### config.mk
export PLATFORM = sky130hd
export DESIGN_NAME = cellrv32_npu_act_dispatch
export DESIGN_NICKNAME = d
export VERILOG_FILES = /design/src/rtl/cellrv32_npu_act_dispatch.sv
export SDC_FILE = /design/constraint.sdc
export NUM_CORES = 1
export LEC_CHECK = 0
export BUFFER_PORTS_ARGS = -buffer_cell sky130_fd_sc_hd__buf_2
export CORE_MARGIN = 5
export CORE_UTILIZATION = 45
export CTS_CLUSTER_SIZE = 28
export DETAILED_ROUTE_END_ITERATION = 6
export PLACE_DENSITY = 0.67
export SYNTH_ARGS = -nofsm -noshare
export SYNTH_HDL_FRONTEND = slang
export SYNTH_SLANG_ARGS = --single-unit
### constraint.sdc
create_clock -name clk_i -period 4.2 [get_ports clk_i]
set_input_delay 0.84 -clock clk_i [delete_from_list [all_inputs] [get_ports clk_i]]
set_output_delay 0.84 -clock clk_i [all_outputs]
set_load 0.01 [all_outputs]
### src/rtl/cellrv32_npu_act_dispatch.sv
// Activation-instruction dispatcher for the cellrv32 NPU.
// Queues instructions and issues them one at a time, holding back buffer-range overlaps.
package tpu_pkg;
  localparam int BUFFER_ADDRESS_WIDTH = 8;

  typedef struct packed {
    logic [3:0]                      op;
    logic [7:0]                      acc_addr;
    logic [BUFFER_ADDRESS_WIDTH-1:0] buff_addr;
    logic [BUFFER_ADDRESS_WIDTH-1:0] calc_len;
  } instruction_t;
endpackage

module cellrv32_npu_act_dispatch
  import tpu_pkg::*;
#(
  parameter int FIFO_DEPTH = 4,
  parameter int CNT_W      = $clog2(FIFO_DEPTH) + 1
)(
  input  logic             clk_i,
  input  logic             rst_i,
  input  logic             enable_i,
  input  logic             flush_i,
  input  instruction_t     inst_i,
  input  logic             inst_valid_i,
  output logic             inst_ready_o,
  output instruction_t     act_inst_o,
  output logic             act_inst_en_o,
  input  logic             act_busy_i,
  input  logic             act_resource_busy_i,
  output logic [CNT_W-1:0] pending_cnt_o,
  output logic             idle_o
);

  localparam int PW = $clog2(FIFO_DEPTH);
  localparam int AW = BUFFER_ADDRESS_WIDTH + 1;

  typedef enum logic [1:0] {
    IDLE,
    ISSUE,
    WAIT_BUSY,
    RUN
  } state_t;

  state_t           state_q;
  state_t           state_n;
  instruction_t     mem_q [FIFO_DEPTH];
  instruction_t     head;
  instruction_t     act_q;
  logic [CNT_W-1:0] wr_q;
  logic [CNT_W-1:0] rd_q;
  logic [CNT_W-1:0] cnt;
  logic [AW-1:0]    lo_q;
  logic [AW-1:0]    hi_q;
  logic [AW-1:0]    head_lo;
  logic [AW-1:0]    head_hi;
  logic             full;
  logic             empty;
  logic             push;
  logic             pop;
  logic             take;
  logic             overlap;

  assign cnt   = wr_q - rd_q;
  assign full  = (cnt == CNT_W'(FIFO_DEPTH));
  assign empty = (cnt == '0);
  assign head  = mem_q[rd_q[PW-1:0]];

  assign head_lo = {1'b0, head.buff_addr};
  assign head_hi = head_lo + {1'b0, head.calc_len};
  assign overlap = !((head_hi < lo_q) || (head_lo > hi_q));

  assign inst_ready_o = !full && enable_i && !flush_i;
  assign push         = inst_valid_i && inst_ready_o;
  assign pop          = enable_i && (state_q == ISSUE);
  assign take         = enable_i && (state_q == IDLE) &&
                        (state_n == ISSUE);

  always_comb begin
    state_n = state_q;
    unique case (state_q)
      IDLE: begin
        // a flush in the same cycle would leave the issued head stale
        if (!empty && !flush_i &&
            (!act_resource_busy_i || !overlap))
          state_n = ISSUE;
      end
      ISSUE:     state_n = WAIT_BUSY;
      WAIT_BUSY: if (act_busy_i) state_n = RUN;
      RUN:       if (!act_busy_i) state_n = IDLE;
      default:   state_n = IDLE;
    endcase
  end

  always_ff @(posedge clk_i) begin
    if (enable_i && push)
      mem_q[wr_q[PW-1:0]] <= inst_i;
  end

  always_ff @(posedge clk_i) begin
    if (rst_i) begin
      state_q <= IDLE;
      wr_q    <= '0;
      rd_q    <= '0;
      lo_q    <= '0;
      hi_q    <= '0;
      act_q   <= '0;
    end else if (enable_i) begin
      state_q <= state_n;
      if (push)
        wr_q <= wr_q + 1'b1;
      if (flush_i)
        rd_q <= wr_q;
      else if (pop)
        rd_q <= rd_q + 1'b1;
      // capture on the way into ISSUE so the strobe cycle already shows it
      if (take) begin
        act_q <= head;
        lo_q  <= head_lo;
        hi_q  <= head_hi;
      end
    end
  end

  assign act_inst_o    = act_q;
  assign act_inst_en_o = pop;
  assign pending_cnt_o = cnt;
  assign idle_o        = empty && (state_q == IDLE) &&
                         !act_resource_busy_i;

endmodule

; Word-level counts from Yosys, hierarchy flattened
; Memories as Yosys holds them, arrays and structs flattened. A register that Yosys moved wholly into a read port is not among the register bits.
; Cells that the tools add are included.
[op_classes]
n_addsub = 4
mul = 0
div_mod_pow = 0
order_cmp = 2
eq_ne = 5
shift = 0
muxes = 10
bitwise_logic = 0
n_reduce_logical = 23
[op_table]
columns = operator, n
row1 = $logic_and A1 B1 Y1, 11
row2 = $mux W2, 5
row3 = $add A8 B8 Y9, 1
row4 = $gt A8 B9 Y1, 1
row5 = $lt A9 B8 Y1, 1
row6 = $pmux W2 S4, 1
row7 = $add A3 B1 Y3 const B, 2
row8 = $mux W3, 2
row9 = $reduce_and A2 Y1, 3
row10 = $eq A2 B1 Y1 const B, 2
row11 = $eq A2 B2 Y1 const B, 2
row12 = $logic_not A1 Y1, 4
row13 = $eq A3 B3 Y1 const B, 1
row14 = $logic_not A3 Y1, 1
row15 = $sub A3 B3 Y3, 1
row16 = $logic_not A2 Y1, 1
row17 = $logic_or A1 B1 Y1, 2
row18 = $mux W1, 2
row19 = $reduce_bool A2 Y1, 1
[word_totals]
reg_bits = 45
latch_bits = 0
ramBits = 112
mem_bits_ro = 0
inputBits = 35
out_inout_bits = 34
memories = 1
[memory_table]
columns = memory, words, width, read_ports, rd_ports_with_merged_regs, write_ports, line
row1 = mem_q, 4, 28, 1, 1, 1, 47  ; instruction_t mem_q [FIFO_DEPTH];

; Depth between registers and ports, before layout
[depth]
word_depth = 10
depth_mapped = 17
mapped_depth_nobuf = 14

; Least setup slack after synthesis
; Ideal clock, no wire load.
[synth_path]
path_kind = reg2reg
from = reg with a tool-made name
to = reg act_q, in the netlist act_inst_o[0]
setup_ns = 0.072
arrival_ns = 4.461
t_required_ns = 4.128
path_slack_ns = -0.332
stages_incl_launch_ff = 18
synth_period_minus_slack_ns = 4.532
cell_sequence = dfxtp_1 -> buf_2 -> buf_2 -> mux4_2 -> ha_1 -> fa_1 -> a211oi_2 -> o21bai_1 -> a21oi_1 -> xnor2_1 -> ha_1 -> a211o_1 -> or3_1 -> o21ai_1 -> o21bai_4 -> a21oi_4 -> buf_12 -> mux2i_1
[synth_lines]
columns = item, line
row1 = to (signal assigned), 107  ; act_q <= '0;
row2 = to (signal assigned), 118  ; act_q <= head;
row3 = to (decl), 49  ; instruction_t act_q;

==> results.txt <==
* Clock Sinks: 159
- Reg2reg setup slack: 0.09 ns
* Number of buffers on the longest clock path: 2
- Die height: around 130 microns
- The portion of synthesized area spent on multiplexers is 14.4%.
- Of the post-synthesis cell area, the dominant cell type holds 48.2%.
- Total count of hold-check failures in the final report: 0
- Max Clock Skew: 0.0169 ns
* Count of warnings emitted by yosys: 0
- Total negative slack: 0 ns
- Worst IR Drop VDD: 0.312 mV
- Max Cap Violations: 0
- The routed design has 14,200 microns of wire.
* Core area: 15,200 sq um
* Final cell count without fillers: about 760
- Data arrives at the worst endpoint at 4.45 ns.
- Global routing used 16.0% of the available tracks across all layers.
* Flop and latch count out of synthesis: 159
- The startpoint identified for the worst hold timing path is act_inst_o[22].
* Biggest area consumer among synthesized cells: edfxtp_1
- Slack of the critical path: between 0.08 and 0.09 ns
- Root cell of the clock tree: clkbuf_16
- Row count: 45
* Post-route DRC violation count: 0
- The synthesized netlist devotes under 10% of its cell area to compound gates.
* Via count: 4,034
* Top achievable clock speed: 0.243 GHz
- Synth cell types: 44
- Ranked by total cell area, the synthesized netlist is headed by edfxtp_1 48%, dfxtp_1 13%, mux4_2 9.0%.
* Placed cells: 714
- Yosys instantiated no cell more often than edfxtp_1.
* Worst Hold Depth: 2
* End of the worst register-to-register path: act_inst_o[7]
* Number of iterations in the first detailed-routing pass: 5
- Setup violations remaining at the end of the flow were counted as 0.
* Final period utilization: a little over nine tenths
* Synthesized-area fraction occupied by adder cells: 5.78%
* Global-route wire length before repair: 22,100 microns
- The filler cells instantiated in the layout total 1,217.
* IO buf count: 68
- Measured against its own limit, the worst slew margin works out to 29.0%.
* H-tree depth reported by CTS: 4
- Counting every instance in the synthesized netlist gives 462.
- Reg area: 4310 sq um
- RSZ-0062 raised after global routing: yes
- Sequential fraction of the synthesis area: 61.7%
- CP required: about 4.5 ns
- Via count of the first global-routing pass: 4,147
* Die ar.: ~18,000 sq um
- Synthesis produced a netlist with a net count of ~530.
- The tightest min-delay check is of the flip-flop to flip-flop type.
- Leakage: 3.13 nW
- The number of antenna violations at the first check in global routing was 1.
* Post-layout util: 55.3%
- The wire-length estimate of the detail-placed layout is slightly above 9000 microns.
- TritonCTS built the clock tree.
- Max FO, Critical Path: 10
* Status: completed
- The number of antenna diodes in the final layout is 0.
- Entering global routing, the biggest net connects 81 pins.
- The smallest clock period supported by the final layout is computed as 4.11 ns.
- Vias per std cell: 5.31
- Summing the areas of all xor and xnor instances in the mapped netlist gives 1.35% of the synthesized area.
- By area, the combinational part of the netlist is dominated by multiplexers.
* Number of ports placed on the die boundary: 69
- Mean instance size in the synthesized netlist: 15.1 sq um
- For the worst-skew pair, the clock arrives at the later sink with an insertion delay of 0.42 ns.
- Initial drt markers: around 200
- The number of clock buffers added by TritonCTS is 17.
- Final estimated routing congestion in global placement: roughly 0.9
- STA classifies the critical path endpoint as a flip-flop.
- Critical Path Start Type: flip-flop
* Cell area power density: 472 nW/um^2
- In the synthesized netlist, the cells that appear most often are 112 x edfxtp_1, 73 x nand2b_1, 47 x dfxtp_1, 37 x mux2i_1, 29 x ha_1.
- The initial utilization of the core area, before any placement, comes to between 40% and 50%.
* Simple-gate share of the synthesized area: 9.65%
- Clock-pin slew on the worst setup and hold paths: 0.06 ns
- At the placement stage, the worst setup path has a slack of 0.0311 ns.
- Final Max Tran Viols: 0
- At the pin with the least slew margin, the transition time is 1.06 ns.
- In the synthesized netlist the dominant register cell turns out to be edfxtp_1.
* Ys async rst share: 0%
* Post-synth EDFFs: roughly 110
- Antenna violation net count after detailed routing: 0
- Layout area overhead: 20.5%
* Post-layout nets: about 620
- Wire length per cell: 18.7 microns
- For this run the aggregate overflow at the end of global routing stands at 0.
- Combined area of the multi-input logic cells: 2560 sq um
* Layout cell share with drive strength beyond 1: 29.2%
* Overall die width: 134 microns
* Reg2Reg Depth: 15
* Area of the mapped netlist: 6970 sq um
- Number of buffers inserted by hold repair at cts: 0
- For hold timing, the worst endpoint is act_inst_o[22].
- The critical path is of the flip-flop to flip-flop type.
-- what timing repair did --
action / CTS / global route
gates resized for setup: 2 / 13
cloned: 0 / 1
setup buffers: 0 / 12
endpoints found under the setup margin: 18 / 37
pin swaps: 0 / 2
-- kinds of logic (layout without fill, tap and decap cells) --
group,count (synthesis),count (layout)
compound gates,44,44
xor+xnor,9,9
flops,159,159
buf+inv,37,146
simple gates,117,117
mux,65,65
fa+ha+maj,31,31
-- metrics by stage --
step | power [W] | area [sq um] | hold WS, ns
floorplan | 0.00221 | 7000 | 0.444
global placement | 0.00236 | 7610 | 0.462
detailed placement | 0.00238 | 7610 | 0.465
CTS | 0.00394 | 8220 | 0.476
global route | 0.00414 | 8410 | 0.501
finish | 0.00397 | 8410 | 0.473
-- cells in the final DEF (no fill, tap or decap), drive strengths merged, types with 11 or more instances in the layout --
cell type / netlist / final
clkbuf: 11 / 18
mux4: 28 / 28
a21oi: 11 / 11
edfxtp: 112 / 112
mux2i: 37 / 37
nor2: 16 / 16
buf: 7 / 94
ha: 29 / 29
inv: 19 / 27
dfxtp: 47 / 47
nand2b: 73 / 73
-- registers in the layout, indices dropped and copies added (netlist names), named ones only --
register	cells
hi_q	9
lo_q	8
wr_q	3
mem_q	112
state_q	2
act_inst_o	20
rd_q	3
-- power breakdown --
part           switching (W)  internal, W
clock network       0.000655     0.000896
registers          0.0000290      0.00172
logic               0.000346     0.000316
-- critical path, stage by stage (launching register included) --
cell and delay, ns:
dfxtp_4 0.38, buf_12 0.13, mux4_2 0.56, buf_4 0.18, ha_1 0.28, a21o_1 0.17, a221o_1 0.37, o41ai_4 0.29
xnor2_1 0.15, ha_1 0.27, or3_4 0.42, o21ai_4 0.09, o21bai_4 0.09, a21oi_4 0.26, buf_12 0.19, mux2i_1 0.21
-- layer usage --
metal	global-route usage (%)	vias up	routed length, microns
met1	19.9	2018	6080
met2	27.3	72	7240
li1	-	1921	-
met5	0	-	13
met3	4.17	21	554
met4	5.32	2	270
-- area by class of cell --
class                   count  area share [%]
well taps                 188            2.80
clock buffers              17            5.06
multi-input cells         266            30.5
repair buffers             95            7.46
clock inverters            15            2.08
flip-flops and latches    159            51.2
inverters                  19           0.848
-- worst max path at each step --
stage / slack, ns / to
after floorplan: 0.01 / act_inst_o[0]
after global routing: -0.06 / act_inst_o[19]
final: 0.09 / act_inst_o[7]
after global placement: 0.15 / lo_q[7]
after detailed placement: 0.03 / act_inst_o[5]
after CTS: 0.07 / act_inst_o[5]
Note: power is estimated with default switching activity, not from simulation.
